<file path="src/rtl/u2_pkg.sv">
// rtl/u2_pkg.sv - shared types for the sign-magnitude to U2 result path
package u2_pkg;

  localparam int STATUS_W = 4;

  typedef logic [STATUS_W-1:0] status_t;

endpackage

</file>
<file path="src/rtl/u2_result_fifo_if.sv">
// rtl/u2_result_fifo_if.sv - write/read handshake bundle of the U2 result FIFO
interface u2_result_fifo_if
  import u2_pkg::*;
#(
  parameter int K     = 8,
  parameter int DEPTH = 4
);
  localparam int CW = $clog2(DEPTH) + 1;

  logic          i_valid;
  logic [K-1:0]  i_result;
  status_t       i_status;
  logic          o_ready;
  logic          o_valid;
  logic          i_ready;
  logic [K-1:0]  o_result;
  status_t       o_status;
  logic [CW-1:0] o_count;
  logic          o_full;
  logic          o_empty;
  logic          o_overflow;

  modport master (
    output i_valid, i_result, i_status, i_ready,
    input  o_ready, o_valid, o_result, o_status, o_count, o_full, o_empty, o_overflow
  );

  modport slave (
    input  i_valid, i_result, i_status, i_ready,
    output o_ready, o_valid, o_result, o_status, o_count, o_full, o_empty, o_overflow
  );
endinterface

</file>
<file path="src/rtl/u2_fifo_mem.sv">
// rtl/u2_fifo_mem.sv - DEPTH x W register array, synchronous write, asynchronous read
module u2_fifo_mem #(
  parameter int W     = 12,
  parameter int DEPTH = 4
) (
  input  logic                     i_clk,
  input  logic                     i_we,
  input  logic [$clog2(DEPTH)-1:0] i_waddr,
  input  logic [W-1:0]             i_wdata,
  input  logic [$clog2(DEPTH)-1:0] i_raddr,
  output logic [W-1:0]             o_rdata
);

  logic [W-1:0] mem [DEPTH];

  // Contents are don't-care after reset; occupancy is tracked by the top.
  always_ff @(posedge i_clk) begin
    if (i_we) begin
      mem[i_waddr] <= i_wdata;
    end
  end

  assign o_rdata = mem[i_raddr];

endmodule

</file>
<file path="src/rtl/u2_result_fifo.sv">
// rtl/u2_result_fifo.sv - show-ahead FIFO for converter result/status with sticky overflow
// Optional same-cycle empty bypass enabled by defining U2_FIFO_BYPASS_EN.
module u2_result_fifo
  import u2_pkg::*;
#(
  parameter int K     = 8,
  parameter int DEPTH = 4
) (
  input  logic            i_clk,
  input  logic            i_rst,
  u2_result_fifo_if.slave bus
);

  localparam int PW = $clog2(DEPTH);
  localparam int CW = PW + 1;

  typedef struct packed {
    status_t      status;
    logic [K-1:0] result;
  } u2_entry_t;

  logic [PW-1:0] wr_ptr_q, wr_ptr_d;
  logic [PW-1:0] rd_ptr_q, rd_ptr_d;
  logic [CW-1:0] count_q, count_d;
  logic          overflow_q, overflow_d;

  logic      full, empty, bypass, wr_en, rd_en;
  u2_entry_t wr_entry, head_entry;

  always_comb begin
    full  = (count_q == CW'(DEPTH));
    empty = (count_q == '0);
`ifdef U2_FIFO_BYPASS_EN
    bypass = empty && bus.i_valid && bus.i_ready;
`else
    bypass = 1'b0;
`endif
    // Full refuses writes even if a pop happens this cycle, keeping o_ready off i_ready.
    wr_en = bus.i_valid && !full && !bypass;
    rd_en = !empty && bus.i_ready;

    wr_ptr_d   = wr_ptr_q;
    rd_ptr_d   = rd_ptr_q;
    count_d    = count_q;
    overflow_d = overflow_q | (bus.i_valid && full);

    if (wr_en) wr_ptr_d = wr_ptr_q + PW'(1);
    if (rd_en) rd_ptr_d = rd_ptr_q + PW'(1);
    case ({wr_en, rd_en})
      2'b10:   count_d = count_q + CW'(1);
      2'b01:   count_d = count_q - CW'(1);
      default: count_d = count_q;
    endcase
  end

  always_ff @(posedge i_clk or posedge i_rst) begin
    if (i_rst) begin
      wr_ptr_q   <= '0;
      rd_ptr_q   <= '0;
      count_q    <= '0;
      overflow_q <= 1'b0;
    end else begin
      wr_ptr_q   <= wr_ptr_d;
      rd_ptr_q   <= rd_ptr_d;
      count_q    <= count_d;
      overflow_q <= overflow_d;
    end
  end

  assign wr_entry.status = bus.i_status;
  assign wr_entry.result = bus.i_result;

  u2_fifo_mem #(
    .W     ($bits(u2_entry_t)),
    .DEPTH (DEPTH)
  ) u_mem (
    .i_clk   (i_clk),
    .i_we    (wr_en),
    .i_waddr (wr_ptr_q),
    .i_wdata (wr_entry),
    .i_raddr (rd_ptr_q),
    .o_rdata (head_entry)
  );

  always_comb begin
    bus.o_ready    = !full;
    bus.o_full     = full;
    bus.o_empty    = empty;
    bus.o_count    = count_q;
    bus.o_overflow = overflow_q;
    bus.o_valid    = !empty || bypass;
    bus.o_result   = '0;
    bus.o_status   = '0;
    if (bypass) begin
      bus.o_result = bus.i_result;
      bus.o_status = bus.i_status;
    end else if (!empty) begin
      bus.o_result = head_entry.result;
      bus.o_status = head_entry.status;
    end
  end

endmodule
</file>
<file path="src/flat_wrapper.sv">
// flat-port wrapper written by rule: the top's interface ports become plain ports
module u2_result_fifo_flat import u2_pkg::*;
#(
  parameter int K     = 8,
  parameter int DEPTH = 4
)
  (i_clk, i_rst, bus_i_valid, bus_i_result, bus_i_status, bus_i_ready, bus_o_ready, bus_o_valid, bus_o_result, bus_o_status, bus_o_count, bus_o_full, bus_o_empty, bus_o_overflow);
  u2_result_fifo_if #(.K(K), .DEPTH(DEPTH)) bus_i ();
  input  logic i_clk;
  input  logic i_rst;
  input wire logic [$bits(bus_i.i_valid)-1:0] bus_i_valid;
  input wire logic [$bits(bus_i.i_result)-1:0] bus_i_result;
  input wire logic [$bits(bus_i.i_status)-1:0] bus_i_status;
  input wire logic [$bits(bus_i.i_ready)-1:0] bus_i_ready;
  output wire logic [$bits(bus_i.o_ready)-1:0] bus_o_ready;
  output wire logic [$bits(bus_i.o_valid)-1:0] bus_o_valid;
  output wire logic [$bits(bus_i.o_result)-1:0] bus_o_result;
  output wire logic [$bits(bus_i.o_status)-1:0] bus_o_status;
  output wire logic [$bits(bus_i.o_count)-1:0] bus_o_count;
  output wire logic [$bits(bus_i.o_full)-1:0] bus_o_full;
  output wire logic [$bits(bus_i.o_empty)-1:0] bus_o_empty;
  output wire logic [$bits(bus_i.o_overflow)-1:0] bus_o_overflow;
  assign bus_i.i_valid = bus_i_valid;
  assign bus_i.i_result = bus_i_result;
  assign bus_i.i_status = bus_i_status;
  assign bus_i.i_ready = bus_i_ready;
  assign bus_o_ready = bus_i.o_ready;
  assign bus_o_valid = bus_i.o_valid;
  assign bus_o_result = bus_i.o_result;
  assign bus_o_status = bus_i.o_status;
  assign bus_o_count = bus_i.o_count;
  assign bus_o_full = bus_i.o_full;
  assign bus_o_empty = bus_i.o_empty;
  assign bus_o_overflow = bus_i.o_overflow;
  u2_result_fifo #(.K(K), .DEPTH(DEPTH)) u_core (.i_clk(i_clk), .i_rst(i_rst), .bus(bus_i));
endmodule
</file>
<file path="config.mk">
export PLATFORM = sky130hd
export DESIGN_NAME = u2_result_fifo_flat
export DESIGN_NICKNAME = d
export VERILOG_FILES = /design/src/rtl/u2_pkg.sv /design/src/rtl/u2_result_fifo_if.sv /design/src/rtl/u2_fifo_mem.sv /design/src/rtl/u2_result_fifo.sv /design/src/flat_wrapper.sv
export SDC_FILE = /design/constraint.sdc
export NUM_CORES = 1
export LEC_CHECK = 0
export CORE_MARGIN = 10
export CORE_UTILIZATION = 45
export CTS_BUF_LIST = sky130_fd_sc_hd__clkbuf_4
export CTS_CLUSTER_SIZE = 25
export DETAILED_ROUTE_END_ITERATION = 6
export PLACE_DENSITY_LB_ADDON = 0.2
export SETUP_SLACK_MARGIN = 0.15
export SLEW_MARGIN = 25
export SYNTH_ARGS = -nofsm -noshare
export SYNTH_HDL_FRONTEND = slang
export SYNTH_SLANG_ARGS = --single-unit
</file>
<file path="constraint.sdc">
create_clock -name i_clk -period 1.9 [get_ports i_clk]
set_input_delay 0.38 -clock i_clk [delete_from_list [all_inputs] [get_ports i_clk]]
set_output_delay 0.38 -clock i_clk [all_outputs]
set_load 0.05 [all_outputs]
</file>
* Yosys cells after proc, flatten, opt, wreduce, memory -nomap -nowiden
Memories as Yosys holds them, arrays and structs flattened.
Cells that the tools add are included.
Widths: inputs -> output; s select.
** Storage, ports and cells
- Output and inout bits :: 20
- Memory bits (writable) :: 48
- Flip-flop bits (word level) :: 8
- Input port bits :: 16
- Memories :: 1
** Operators by class
- Bitwise operators :: 1
- Equal/unequal tests :: 3
- Reductions and logical operators :: 7
- Multiplexer cells :: 5
- $add $sub $neg :: 4
** Memory list
- u_core.u_mem.mem :: depth 4, width 12, rd ports 1, clocked after Yosys merged registers in 0, wr ports 1, RTL line u2_fifo_mem.sv:14 : logic [W-1:0] mem [DEPTH];
** Operators with widths (count)
- $mux 8 :: 1
- $pmux 3 s2 :: 1
- $add 2x1->2 const B :: 2
- $mux 4 :: 1
- $add 3x1->3 const B :: 1
- $eq 3x3->1 const B :: 1
- $logic_and 1x1->1 :: 3
- $logic_not 3->1 :: 1
- $sub 3x1->3 const B :: 1
- $eq 2x1->1 const B :: 1
- $eq 2x2->1 const B :: 1
- $logic_not 1->1 :: 2
- $mux 1 :: 2
- $reduce_bool 2->1 :: 1
- $or 1x1->1 :: 1

* Longest topological paths before layout
Gate-level depths: netlist of run 1.
- Word-level depth :: 5
- Gate-level depth with buffers :: 11
- Gate-level depth less buffers :: 11

* Cells and area by module
A second synthesis of run 1 with hierarchy kept.
** Second synthesis, totals
- Cell total of the unflattened synthesis :: 112
- Area total of the unflattened synthesis :: 2244.7 um2
** Modules (own cells, without submodules)
- u2_fifo_mem :: instances 1, area an instance 1766.7 um2, seq. area each 1441.4 um2, cells each 66
- u2_result_fifo :: instances 1, area an instance 478.0 um2, seq. area each 200.2 um2, cells each 46

* Least setup slack after synthesis of run 1
No wires, ideal clock.
- Path type :: reg2reg
- Start :: register u_core.count_q[2] (netlist: u_core.bus.o_count[2])
- End :: register u_core.count_q[2] (netlist: u_core.bus.o_count[2])
- Slack :: -1.095 ns
- Arrival :: 2.913 ns
- Buffers on the path :: 0
- Library setup time :: 0.082 ns
- Clock period less this slack :: 2.995 ns
- Cell stages (with the launch flop) :: 11
- Cells stage by stage :: dfrtp_1 -> nand3_1 -> inv_1 -> nor2b_2 -> inv_1 -> ha_1 -> inv_1 -> fa_1 -> xor2_1 -> nor2_1 -> xor2_1
** On the way
- Word-level cells in the longest chain between the ends :: 5
** RTL lines
- from (decl) :: RTL line u2_result_fifo.sv:24 : logic [CW-1:0] count_q, count_d;
- from (signal assigned) :: RTL line u2_result_fifo.sv:65 : count_q <= count_d;
- $eq 3x3->1 * :: RTL line u2_result_fifo.sv:31 : full = (count_q == CW'(DEPTH));
- $logic_not 1->1 *
- named net bus_o_ready :: RTL line flat_wrapper.sv:15 : output wire logic [$bits(bus_i.o_ready)-1:0] bus_o_ready;
- $logic_and 1x1->1 * :: RTL line u2_result_fifo.sv:39 : wr_en = bus.i_valid && !full && !bypass;
- $eq 2x1->1 / $eq 2x2->1 (equally long branches) :: RTL line u2_result_fifo.sv:49 : case ({wr_en, rd_en})
- $pmux 3 s2 / $reduce_bool 2->1 (equally long branches)
Mark *: on every way through the listed nets, which the timed path passes. The rest lies on a longest branch.
A chain may end at the register's enable or synchronous reset.

* Worst setup path after layout of run 1
- Start :: register u_core.rd_ptr_q[0]
- End :: output bus_o_status[0]
** On the way
- Word-level cells in the longest chain between the ends :: 2
** RTL lines
- from (decl) :: RTL line u2_result_fifo.sv:23 : logic [PW-1:0] rd_ptr_q, rd_ptr_d;
- from (signal assigned) :: RTL line u2_result_fifo.sv:64 : rd_ptr_q <= rd_ptr_d;
- $mem_v2 4x12
- $mux 4 :: RTL line u2_result_fifo.sv:97 : end else if (!empty) begin
- to (decl) :: RTL line flat_wrapper.sv:18 : output wire logic [$bits(bus_i.o_status)-1:0] bus_o_status;
Every way passes these cells.

==> results of run 1 <==
==> final cells by class <==
class,instances,share of cell area [%]
Sequential cell,56,52.0
Tap cell,67,2.65
Timing Repair Buffer,56,21.9
Multi-Input combinational cell,49,20.4
Inverter,9,1.38
Clock inverter,3,0.554
Clock buffer,5,1.19
==> how the worst max path moves through the flow <==
stage                            end  cells after the start  slack, ns                  start
6_report             bus_o_status[0]                      4      -0.24     u_core.rd_ptr_q[0]
5_1_grt              bus_o_status[2]                      4      -0.33     u_core.rd_ptr_q[0]
4_1_cts              bus_o_status[3]                      4      -0.29     u_core.rd_ptr_q[0]
3_5_place_dp   u_core.bus.o_count[2]                      8      -0.19            bus_i_ready
3_3_place_gp   u_core.bus.o_count[2]                      8      -0.15            bus_i_ready
2_1_floorplan  u_core.bus.o_count[2]                     11      -0.37  u_core.bus.o_count[0]
==> registers in the layout, indices dropped and copies added (netlist names) <==
register               cells
u_core.u_mem.mem          48
u_core.bus.o_count         3
u_core.rd_ptr_q            2
u_core.wr_ptr_q            2
u_core.bus.o_overflow      1
==> critical path, stage by stage, from the launching register on <==
cell     delay [ns]
dfrtp_1        0.44
buf_6          0.16
mux4_2         0.50
and2_4         0.16
buf_8          0.14
==> logic make-up (layout without fill, tap and decap cells) <==
| logic type | count (synthesis) | after routing | synth area share [%] |
|---|---|---|---|
| DFF | 56 | 56 | 71.4 |
| and+or+nand+nor | 22 | 22 | 5.88 |
| muxes | 14 | 14 | 13.3 |
| buffers and inverters | 13 | 73 | 3.21 |
| adders and majority gates | 6 | 6 | 3.59 |
| xor gates and xnor gates | 6 | 6 | 2.29 |
| AOI/OAI and AO/OA | 1 | 1 | 0.327 |
==> metrics by stage <==
step	utilization [%]	area, um2	instances	setup TNS [ns]
floorplan	-	2380	118	-6.47
global placement	59.8	2900	231	-0.154
detailed placement	59.8	2900	231	-0.191
CTS	63.6	3080	243	-3.37
global route	65.3	3160	245	-4.34
finish	65.3	3160	245	-3.00
==> cells in the final DEF, fill, tap and decap left out <==
master,instances
inv_1,3
nand3_1,1
mux2_2,1
nand3_4,1
a21o_1,1
clkinvlp_4,2
inv_6,1
xnor2_1,3
fa_2,1
and2_4,13
or3_4,1
dfrtp_1,5
clkbuf_16,1
clkdlybuf4s50_1,15
mux4_2,12
edfxtp_1,48
ha_4,1
buf_6,9
inv_2,3
xor2_1,3
nor2b_4,1
buf_4,12
buf_8,11
dfrtp_2,3
nor2_1,1
buf_12,8
inv_4,1
clkinv_1,1
mux2i_1,1
clkinv_2,1
ha_1,4
clkbuf_4,5
and2_2,4
==> timing repair <==
action / in CTS / in global routing
pin swaps: 4 / 12
setup endpoints to repair: 17 / 17
gates cloned: 0 / 1
buffers inserted: 4 / 1
gates resized for setup: 36 / 13
hold buffers: 0 / 0
==> metal layers <==
metal  track usage, %  wire length (um)  up-vias
met1             11.1              1660      616
met3             4.12               264        4
met2             19.3              2460       24
met4             3.13                31        0
met5                0                 0        -
li1                 -                 -      559
==> results.sh, run 1 <==
export IMPL_regToRegEndpoint="u_core.bus.o_count[2]"
export IMPL_syn_area_um2=2300
export IMPL_drt_pass1_iterations=4
export IMPL_clockRootBuffer="clkbuf_4"
export IMPL_grt_max_degree=18
export IMPL_status="complete, but fails checks"
export IMPL_synth_async_sr_flop_share_pct=14.3
export IMPL_antenna_found_initial=0
export IMPL_clockBufferDepth=2
export IMPL_finalMaxSlewViolations=0
export IMPL_grt_util_all_layers_pct=10.7
export IMPL_num_rows=25
export IMPL_syn_to_final_growth_pct=37.6
export IMPL_synth_common_cells="edfxtp_1, and2_1, inv_1, dfrtp_1, mux4_2"
export IMPL_wl_per_cell_um=18.0
export IMPL_num_antenna_cells=0
export IMPL_synth_fp_nets=140
export IMPL_layout_min_cycle_time_ns=2.14
export IMPL_grt_pass1_wl_mm=6.99
export IMPL_ant_nets=0
export IMPL_synth_edf_count=48
export IMPL_critical_path_class="flop to output port"
export IMPL_clk_pin_slew_ns=0.15
export IMPL_h_tree_depth=2
export IMPL_ys_types=21
export IMPL_relSlewSlack_pct=78.3
export IMPL_cp_end_kind="output port"
export IMPL_failed_checks="setup timing"
export IMPL_fin_crit_sh_pct=113
export IMPL_grt_overflow=0
export IMPL_r2r_cells=13
export IMPL_layout_setup_ws_ns=-0.245
export IMPL_synth_ff_type="edfxtp_1"
export IMPL_viasPerCell=4.91
export IMPL_yosys_area_top_type="edfxtp_1"
export IMPL_synth_most_common_cell="edfxtp_1"
export IMPL_syn_instance_count=118
export IMPL_insertion_delay_ns=0.38
export IMPL_die_y_um=91.5
export IMPL_pin_count=36
export IMPL_cts_tree="yes"
export IMPL_die_w_um=91.5
export IMPL_synth_top_cell_area_share_pct=62.7
export IMPL_required_ns=1.52
export IMPL_crit_path_start_kind="flop"
export IMPL_multi_input_area_um2=644
export IMPL_tritoncts_num_buffers=5
export IMPL_hold_viol_final=0
export IMPL_worstMarginPinSlew_ns=0.325
export IMPL_ys_warn_count=0
export IMPL_rrSetupSlack_ns=-0.04
export IMPL_clock_fmax_mhz=466
export IMPL_cts_sinks=56
export IMPL_drive_above_1_share_pct=51.7
export IMPL_worstPathArrival_ns=1.76
export IMPL_layout_nets=199
export IMPL_hold_class="primary input to async pin"
export IMPL_ys_seq_area_share_pct=71.4
export IMPL_start_util_pct=47.4
export IMPL_hold_ws_ns=0.242
export IMPL_avgSynthCellArea_um2=19.5
export IMPL_synth_seq_cells=56
export IMPL_port_buffers=35
export IMPL_ff_latch_area_um2=1650
export IMPL_core_area_um2=4850
export IMPL_path_max_fanout=5
export IMPL_rsz0062_at_grt="true"
export IMPL_final_setup_viol_count=15
export IMPL_first_iter_violations=82
export IMPL_regToRegStartpoint="u_core.bus.o_count[0]"
export IMPL_synth_area_top_cells="edfxtp_1, dfrtp_1, mux4_2, and2_1, mux4_1"
export IMPL_num_vias=1203
export IMPL_detailed_place_hpwl_mm=3.09
export IMPL_die_area_um2=8370
export IMPL_drc_errors=0
export IMPL_place_ws_ns=-0.190
export IMPL_gp_congestion=0.705
export IMPL_finalClockSkew_ns=0.0183
export IMPL_drt_total_wl_mm=4.42
export IMPL_maxCapViolations=0
export IMPL_grt_pass1_vias=1333
export IMPL_n_fill_cell=347
Power of run 1 is not shown: default switching activity piles up to over one toggle a cycle in this logic, so the estimate is an artifact.
==> run 2: changes to the inputs <==
--- a/config.mk
+++ b/config.mk
@@ -5,7 +5,7 @@
 export SDC_FILE = /design/constraint.sdc
 export NUM_CORES = 1
 export LEC_CHECK = 0
-export CORE_MARGIN = 10
+export CORE_MARGIN = 1
 export CORE_UTILIZATION = 45
 export CTS_BUF_LIST = sky130_fd_sc_hd__clkbuf_4
 export CTS_CLUSTER_SIZE = 25
==> constraint.sdc (replaced) <==
create_clock -name i_clk -period 2.14 [get_ports i_clk]
set_input_delay 0.428 -clock i_clk [delete_from_list [all_inputs] [get_ports i_clk]]
set_output_delay 0.428 -clock i_clk [all_outputs]
set_load 0.05 [all_outputs]
==> results.sh, run 2 (synthesis results as in run 1) <==
export IMPL_die_area_um2=5400
export IMPL_syn_to_final_growth_pct=33.7
export IMPL_num_rows=25
export IMPL_layout_min_cycle_time_ns=2.18
export IMPL_critical_path_class="flop to output port"
export IMPL_largest_reg_flops=48
export IMPL_gp_congestion=0.679
export IMPL_hold_viol_final=0
export IMPL_port_buffers=35
export IMPL_layout_setup_ws_ns=-0.0353
export IMPL_insertion_delay_ns=0.37
export IMPL_rsz0062_at_grt="true"
export IMPL_required_ns=1.71
export IMPL_final_cell_mix="edfxtp_1, clkdlybuf4s50_1, buf_8, and2_4, buf_4"
export IMPL_drt_pass1_iterations=4
export IMPL_detailed_place_hpwl_mm=2.63
export IMPL_viasPerCell=4.92
export IMPL_drc_errors=0
export IMPL_status="complete, but fails checks"
export IMPL_final_common_cell="edfxtp_1"
export IMPL_cts_tree="yes"
export IMPL_grt_max_degree=17
export IMPL_final_setup_viol_count=12
export IMPL_clock_fmax_mhz=460
export IMPL_die_y_um=73.5
export IMPL_drt_total_wl_mm=4.07
export IMPL_grt_util_all_layers_pct=17.0
export IMPL_grt_overflow=0
export IMPL_core_area_um2=4820
export IMPL_hold_class="primary input to async pin"
export IMPL_first_iter_violations=61
export IMPL_n_fill_cell=375
export IMPL_path_max_fanout=8
export IMPL_start_util_pct=47.7
export IMPL_cp_end_kind="output port"
export IMPL_antenna_found_initial=0
export IMPL_ant_nets=0
export IMPL_wl_per_cell_um=16.8
export IMPL_drive_above_1_share_pct=47.4
export IMPL_failed_checks="setup timing"
export IMPL_worstMarginPinSlew_ns=0.503
export IMPL_worstPathArrival_ns=1.75
export IMPL_cts_sinks=56
export IMPL_top_register="u_core.u_mem.mem"
export IMPL_finalMaxSlewViolations=0
export IMPL_clockRootBuffer="clkbuf_4"
export IMPL_pin_count=36
export IMPL_num_vias=1191
export IMPL_clk_pin_slew_ns=0.16
export IMPL_fin_crit_sh_pct=102
export IMPL_die_w_um=73.5
export IMPL_finalClockSkew_ns=0.0199
export IMPL_grt_pass1_vias=1273
export IMPL_relSlewSlack_pct=66.4
export IMPL_tritoncts_num_buffers=5
export IMPL_clockBufferDepth=2
export IMPL_h_tree_depth=2
export IMPL_num_antenna_cells=0
export IMPL_hold_ws_ns=0.281
export IMPL_fin_setup_tns_ns=-0.194
export IMPL_grt_pass1_wl_mm=6.41
export IMPL_layout_nets=196
export IMPL_post_route_util_pct=63.8
export IMPL_maxCapViolations=0
export IMPL_crit_path_start_kind="flop"
==> run 2: cell count changes in the layout (fill, tap and decap cells not counted), sizes merged <==
cell	previous run	this run
clkinvlp	2	3
dlymetal6s2s	0	1
inv	8	7
dlygate4sd2	0	4
buf	40	33
clkinv	2	1
==> run 2: layout make-up <==
class	count	area (um2)	area share [%]
clock buffers	6	45.0	1.47
inverters	9	43.8	1.42
flip-flops and latches	56	1650	53.5
repair buffers	53	611	19.9
well taps	67	83.8	2.73
multi-input cells	49	634	20.6
clock inverters	2	11.3	0.366
==> run 2: timing repair <==
action / in CTS / in global routing
gates resized for setup: 52 / 9
gates cloned: 1 / 0
pin swaps: 12 / 3
hold buffers: 0 / 0
setup endpoints to repair: 18 / 19
setup buffers: 5 / 4
==> run 2: layer usage <==
| metal | global-route usage, % | wire [um] | up-vias |
|---|---|---|---|
| met5 | 0 | 0 | - |
| met4 | 4.49 | 52 | 0 |
| met3 | 4.25 | 125 | 4 |
| met2 | 30.7 | 2240 | 24 |
| met1 | 20.2 | 1660 | 609 |
| li1 | - | - | 554 |
==> run 2: critical path, cell delays in order (launching register included) <==
cell and delay (ns):
dfrtp_1 0.42, buf_8 0.17, mux4_2 0.51, and2_4 0.16
buf_8 0.14
==> run 2: metrics by stage <==
step / instances / area [um2] / worst slack [ns]
final: 242 / 3070 / -0.0353
after global routing: 242 / 3070 / -0.102
after CTS: 238 / 3020 / -0.0643
after detailed placement: 224 / 2780 / -0.0351
after global placement: 224 / 2780 / 0.0345
after floorplan: 118 / 2350 / -0.178
==> run 2: final timing paths <==
| kind | slack, ns | cells past startpoint | endpoint | start |
|---|---|---|---|---|
| max reg2reg | 0.07 | 13 | u_core.bus.o_count[2] | u_core.bus.o_count[0] |
| min in group i_clk | 0.48 | 1 | u_core.bus.o_overflow | u_core.bus.o_overflow |
| max | -0.04 | 4 | bus_o_status[1] | u_core.rd_ptr_q[0] |
| min reg2reg | 0.48 | 1 | u_core.bus.o_overflow | u_core.bus.o_overflow |
| max in group asynchronous | 1.58 | 2 | u_core.bus.o_count[1] | i_rst |
| min | 0.28 | 2 | u_core.bus.o_count[0] | i_rst |
Power of run 2 is left out for the same reason.
